===== src/rtl/bcd_pkg.sv =====
// ============================================================================
// bcd_pkg : shared constants, state type and range helper for bin_to_bcd_seq
// Revision: 1.0
// ============================================================================
`default_nettype none

package bcd_pkg;

   localparam int          BCD_W       = 4;
   localparam logic [3:0]  ADD3_THRESH = 4'd5;

   typedef enum logic [1:0] {
      IDLE  = 2'd0,
      SHIFT = 2'd1,
      DONE  = 2'd2
   } state_t;

   // Largest value representable in the given number of decimal digits.
   function automatic int unsigned max_val(input int unsigned digits);
      int unsigned r;
      r = 1;
      for (int unsigned i = 0; i < digits; i++) begin
         r = r * 10;
      end
      return r - 1;
   endfunction

endpackage

`default_nettype wire


===== src/rtl/bcd_add3_digit.sv =====
// ============================================================================
// bcd_add3_digit : double-dabble correction, adds 3 to a digit that is >= 5
// Revision: 1.0
// ============================================================================
`default_nettype none

module bcd_add3_digit
   import bcd_pkg::*;
(
   input  logic [3:0] in_digit,
   output logic [3:0] out_digit
);

   assign out_digit = (in_digit >= ADD3_THRESH) ? in_digit + 4'd3 : in_digit;

endmodule

`default_nettype wire


===== src/rtl/bin_to_bcd_seq.sv =====
// ============================================================================
// bin_to_bcd_seq : sequential binary-to-BCD converter, one bit per clock.
// Optional BIN2BCD_SAT_EN saturates overflowing results to all 9s.
// Revision: 1.0
// ============================================================================
`default_nettype none

module bin_to_bcd_seq
   import bcd_pkg::*;
#(
   parameter int WIDTH  = 8,
   parameter int DIGITS = 3
)(
   input  logic                    clk,
   input  logic                    rst,
   input  logic                    in_start,
   input  logic [WIDTH-1:0]        in_BIN,
   output logic [BCD_W*DIGITS-1:0] out_BCD,
   output logic                    out_busy,
   output logic                    out_done,
   output logic                    out_ovf
);

   localparam int          SW      = BCD_W * (DIGITS + 1);
   localparam int          OW      = BCD_W * DIGITS;
   localparam int unsigned MAX_VAL = max_val(DIGITS);
   localparam int          CW      = 5;
   localparam logic [CW-1:0] LAST  = CW'(WIDTH - 1);

   state_t            state_q, state_d;
   logic [WIDTH-1:0]  bin_q, bin_d;
   logic [SW-1:0]     scratch_q, scratch_d;
   logic [CW-1:0]     cnt_q, cnt_d;
   logic              ovf_next_q, ovf_next_d;
   logic [OW-1:0]     bcd_q, bcd_d;
   logic              done_q, done_d;
   logic              ovf_q, ovf_d;

   logic [SW-1:0]     add3_out;
   logic              unused_top_bit;

   genvar gi;
   generate
      for (gi = 0; gi < DIGITS + 1; gi++) begin : g_add3
         bcd_add3_digit u_add3 (
            .in_digit  (scratch_q[BCD_W*gi +: BCD_W]),
            .out_digit (add3_out[BCD_W*gi +: BCD_W])
         );
      end
   endgenerate

   // The spare top digit's MSB is shifted out; it only guards lower digits.
   assign unused_top_bit = add3_out[SW-1];

   always_comb begin
      state_d    = state_q;
      bin_d      = bin_q;
      scratch_d  = scratch_q;
      cnt_d      = cnt_q;
      ovf_next_d = ovf_next_q;
      bcd_d      = bcd_q;
      done_d     = 1'b0;
      ovf_d      = ovf_q;
      case (state_q)
         IDLE: begin
            if (in_start) begin
               bin_d      = in_BIN;
               scratch_d  = '0;
               ovf_next_d = (32'(in_BIN) > MAX_VAL);
               cnt_d      = '0;
               state_d    = SHIFT;
            end
         end
         SHIFT: begin
            scratch_d = {add3_out[SW-2:0], bin_q[WIDTH-1]};
            bin_d     = {bin_q[WIDTH-2:0], 1'b0};
            cnt_d     = cnt_q + 1'b1;
            if (cnt_q == LAST) begin
               state_d = DONE;
            end
         end
         DONE: begin
`ifdef BIN2BCD_SAT_EN
            bcd_d = ovf_next_q ? {DIGITS{4'd9}} : scratch_q[OW-1:0];
`else
            bcd_d = scratch_q[OW-1:0];
`endif
            ovf_d   = ovf_next_q;
            done_d  = 1'b1;
            state_d = IDLE;
         end
         default: begin
            state_d = IDLE;
         end
      endcase
   end

   always_ff @(posedge clk or posedge rst) begin
      if (rst) begin
         state_q    <= IDLE;
         bin_q      <= '0;
         scratch_q  <= '0;
         cnt_q      <= '0;
         ovf_next_q <= 1'b0;
         bcd_q      <= '0;
         done_q     <= 1'b0;
         ovf_q      <= 1'b0;
      end else begin
         state_q    <= state_d;
         bin_q      <= bin_d;
         scratch_q  <= scratch_d;
         cnt_q      <= cnt_d;
         ovf_next_q <= ovf_next_d;
         bcd_q      <= bcd_d;
         done_q     <= done_d;
         ovf_q      <= ovf_d;
      end
   end

   assign out_BCD  = bcd_q;
   assign out_busy = (state_q != IDLE);
   assign out_done = done_q;
   assign out_ovf  = ovf_q;

endmodule

`default_nettype wire


===== config.mk =====
export PLATFORM = sky130hd
export DESIGN_NAME = bin_to_bcd_seq
export DESIGN_NICKNAME = d
export VERILOG_FILES = /design/src/rtl/bcd_pkg.sv /design/src/rtl/bcd_add3_digit.sv /design/src/rtl/bin_to_bcd_seq.sv
export SDC_FILE = /design/constraint.sdc
export NUM_CORES = 1
export LEC_CHECK = 0
export BUFFER_PORTS_ARGS = -buffer_cell sky130_fd_sc_hd__buf_4
export CORE_MARGIN = 2
export CORE_UTILIZATION = 25
export CTS_BUF_LIST = sky130_fd_sc_hd__clkbuf_4 sky130_fd_sc_hd__clkbuf_8
export DETAILED_ROUTE_END_ITERATION = 10
export PLACE_DENSITY = 0.48
export SETUP_SLACK_MARGIN = 0.15
export SLEW_MARGIN = 20
export SYNTH_ARGS = -nofsm -noshare
export SYNTH_HDL_FRONTEND = slang
export SYNTH_SLANG_ARGS = --single-unit

===== constraint.sdc =====
create_clock -name clk -period 1.71 [get_ports clk]
set_input_delay 0.171 -clock clk [delete_from_list [all_inputs] [get_ports clk]]
set_output_delay 0.171 -clock clk [all_outputs]
set_load 0.05 [all_outputs]

==> metrics <==
run status=complete, but fails checks; failing checks=hold timing; Vias=1300; total die area=around 7900 µm²; ANT nets after route=0; Synth Area per Inst=between 10 and 15 µm²; Primary FF master, synth=dfrtp_1; # hold bufs at CTS=0; CP Depth=6; #FFs+latches synth=40; Peak supply drop=slightly above 0.5 mV; critical path class=reg -> reg; Bufs on Longest Clock Path=2; leakage=approximately 1.1 nW; clock slew at reported path FFs=~80 ps; r2r worst-path depth=6; Initial DRT Pass Iterations=4; Cell Area, Synth=~1800 µm²; CTS Buf Count=5; cell family with most CP delay=flip-flops; critical-path cell list=inv_1 -> ha_1 -> nand2b_1 -> a21oi_2 -> mux2i_1 -> a22o_1; vias in the first global route=1351; area leader, netlist=dfrtp_1; synth top area cells=dfrtp_1 56%, nand2_1 7.5%, ha_1 4.9%; # IOs=26; placer congestion estimate=~0.74; Critical Path Max Stage Delay=approximately 400 ps; CP Capture Type=flop; H-tree depth=2; r2r endpoint=scratch_q[2]; initial antenna violation count=0; Critical path origin=scratch_q[0]; via/cell ratio=between 4 and 5; crit path to=scratch_q[2]; Worst Path Required=approximately 1900 ps; Core Util, Final=between 30% and 40%; first-pass GRT wire length=about 6.3 mm; Critical Path Start Type=flop; PwrDens=between 1500 and 2000 nW/µm²; slowest stage cell, crit path=dfrtp_1; critical path data arrival time=about 1700 ps; final setup fails=0; Critical Path Fanout Max=4; post-DP HPWL=2.38 mm; Hold WS=-0.527 ps; Post-synth EDFFs=0; syn_nets=roughly 190; Total GRT Usage=around a tenth; fmax=between 600 and 700 MHz; clk_skew=roughly 8.2 ps; Gate Count Post-Synth=176; period utilization=around 84%; worst slew pin tran=approximately 580 ps; largest net degree at the start of global routing=slightly above 40; Slew headroom=between 60% and 70%; ant diodes=0; gr ovfl total=0; # rows=30; Tmin final=about 1400 ps; Yosys warning count=0; IO buf count=24; share of layout cells above drive strength 1=~25%; Avg WL per Cell=approximately 12 µm; CTS tree=yes; Die W=just under 90 µm; Die H=roughly 89 µm; # clock sinks=40; # nets final=225; setup TNS=0 ps; Critical path buffers and inverters=1; Root Buffer Master=clkbuf_8; ys async rst share=100%; DRC errors left=0; sequential cell area fraction in the yosys report=55.6%; core area=slightly below 7000 µm²; Slew Viols, Final=0; setup bufs post-CTS=0; DRT iter0 DRCs=37; R2R Path Start=scratch_q[0]; initial core utilization=a little over a quarter; clk_lat worst skew=between 200 and 300 ps; post-synth cell types=26; Synth top cells by count=40 x dfrtp_1, 36 x nand2_1, 15 x o21ai_0; Detailed Route WL=about 3.5 mm; cell with the most instances after synthesis=dfrtp_1; Worst Hold Class=in -> async; Resize count post-CTS=0; top-area cell type share of the netlist area=a little under three fifths; area grow syn2layout=23.3%; reg2reg setup slack=around 270 ps; RSZ-0062 raised after global routing=true; overall power=between 4 and 5 mW; max cap viols=0; Fin. Hold Viols=1
## logic make-up (layout without fill, tap and decap cells)
logic type | Yosys count | count (layout) | synth area share [%]
other | 1 | 1 | 0.208
buffers and inverters | 18 | 49 | 4.51
AOI/OAI and AO/OA | 38 | 38 | 12.6
muxes | 10 | 10 | 5.97
adders and majority gates | 7 | 7 | 4.86
xor gates and xnor gates | 4 | 4 | 1.94
DFF | 40 | 40 | 55.6
and+or+nand+nor | 58 | 58 | 14.3
## worst reg2reg max path, delay by kind of cell, from the launching register on
family,cells,cell delay [ps]
buffers and inverters,1,140
multiplexers,1,210
AO/OA/AOI/OAI,2,350
adder cells (fa/ha/maj),1,210
flip-flops,1,400
AND/OR/NAND/NOR,1,80
## per-stage QoR
step                cell area, µm²  worst slack [ps]  hold slack (ps)  std cells
global route                  2220               140             87.4        303
CTS                           2200               176             32.8        303
detailed placement            2120               187              354        296
floorplan                     1800               325              299        176
global placement              2120               245              346        296
finish                        2220               273           -0.527        303
## power by group
part / switching, mW / internal (mW)
clock network: 0.320 / 0.294
logic: 1.14 / 0.748
registers: 0.268 / 1.31
total: 1.73 / 2.35
## flip-flops by register name (all words and copies together) (netlist names)
signal	flops
bin_q	8
out_done	1
scratch_q	12
state_q	2
cnt_q	5
out_BCD	12
## final cells by class
cell class	instances	area, µm²
clock buffer	6	76.3
tap	96	120
fill	727	4650
multi-input combinational	118	738
timing repair buffer	33	248
inverter	9	33.8
clock inverter	1	5.00
sequential	40	1000
## metal layers
layer  routed length, µm  vias to the layer above  GRT usage (%)
li1                    -                      658              -
met1                1740                      619           13.7
met2                1600                       18           16.3
met3                 119                        5           2.95
met4                  35                        0           3.31
met5                   0                        -              0
## worst min path at each step
| stage | from | end | slack [ps] | cells past startpoint |
|---|---|---|---|---|
| after floorplan | in_BIN[1] | bin_q[1] | 300 | 2 |
| after global placement | rst | bin_q[6] | 350 | 3 |
| after detailed placement | rst | out_BCD[0] | 350 | 3 |
| after CTS | rst | bin_q[6] | 30 | 3 |
| after global routing | rst | bin_q[0] | 90 | 3 |
| final | rst | bin_q[0] | -0.5 | 3 |
## layout by cell type, fill, tap and decap left out, types with 2 or more instances in the layout
| master | n |
|---|---|
| dfrtp_1 | 40 |
| nand2_1 | 36 |
| buf_4 | 33 |
| o21ai_0 | 15 |
| inv_1 | 9 |
| a22oi_1 | 7 |
| mux2_2 | 6 |
| ha_1 | 6 |
| nand2b_1 | 5 |
| o21ai_1 | 5 |
| clkbuf_8 | 5 |
| mux2i_1 | 4 |
| nand3_1 | 4 |
| a22o_1 | 4 |
| nor3_1 | 4 |
| nor2_1 | 3 |
| a21oi_2 | 3 |
| xnor2_1 | 3 |
| nand4_1 | 2 |
| o31ai_1 | 2 |
| a21oi_1 | 2 |
No activity file was read; power rests on OpenSTA's default activity.
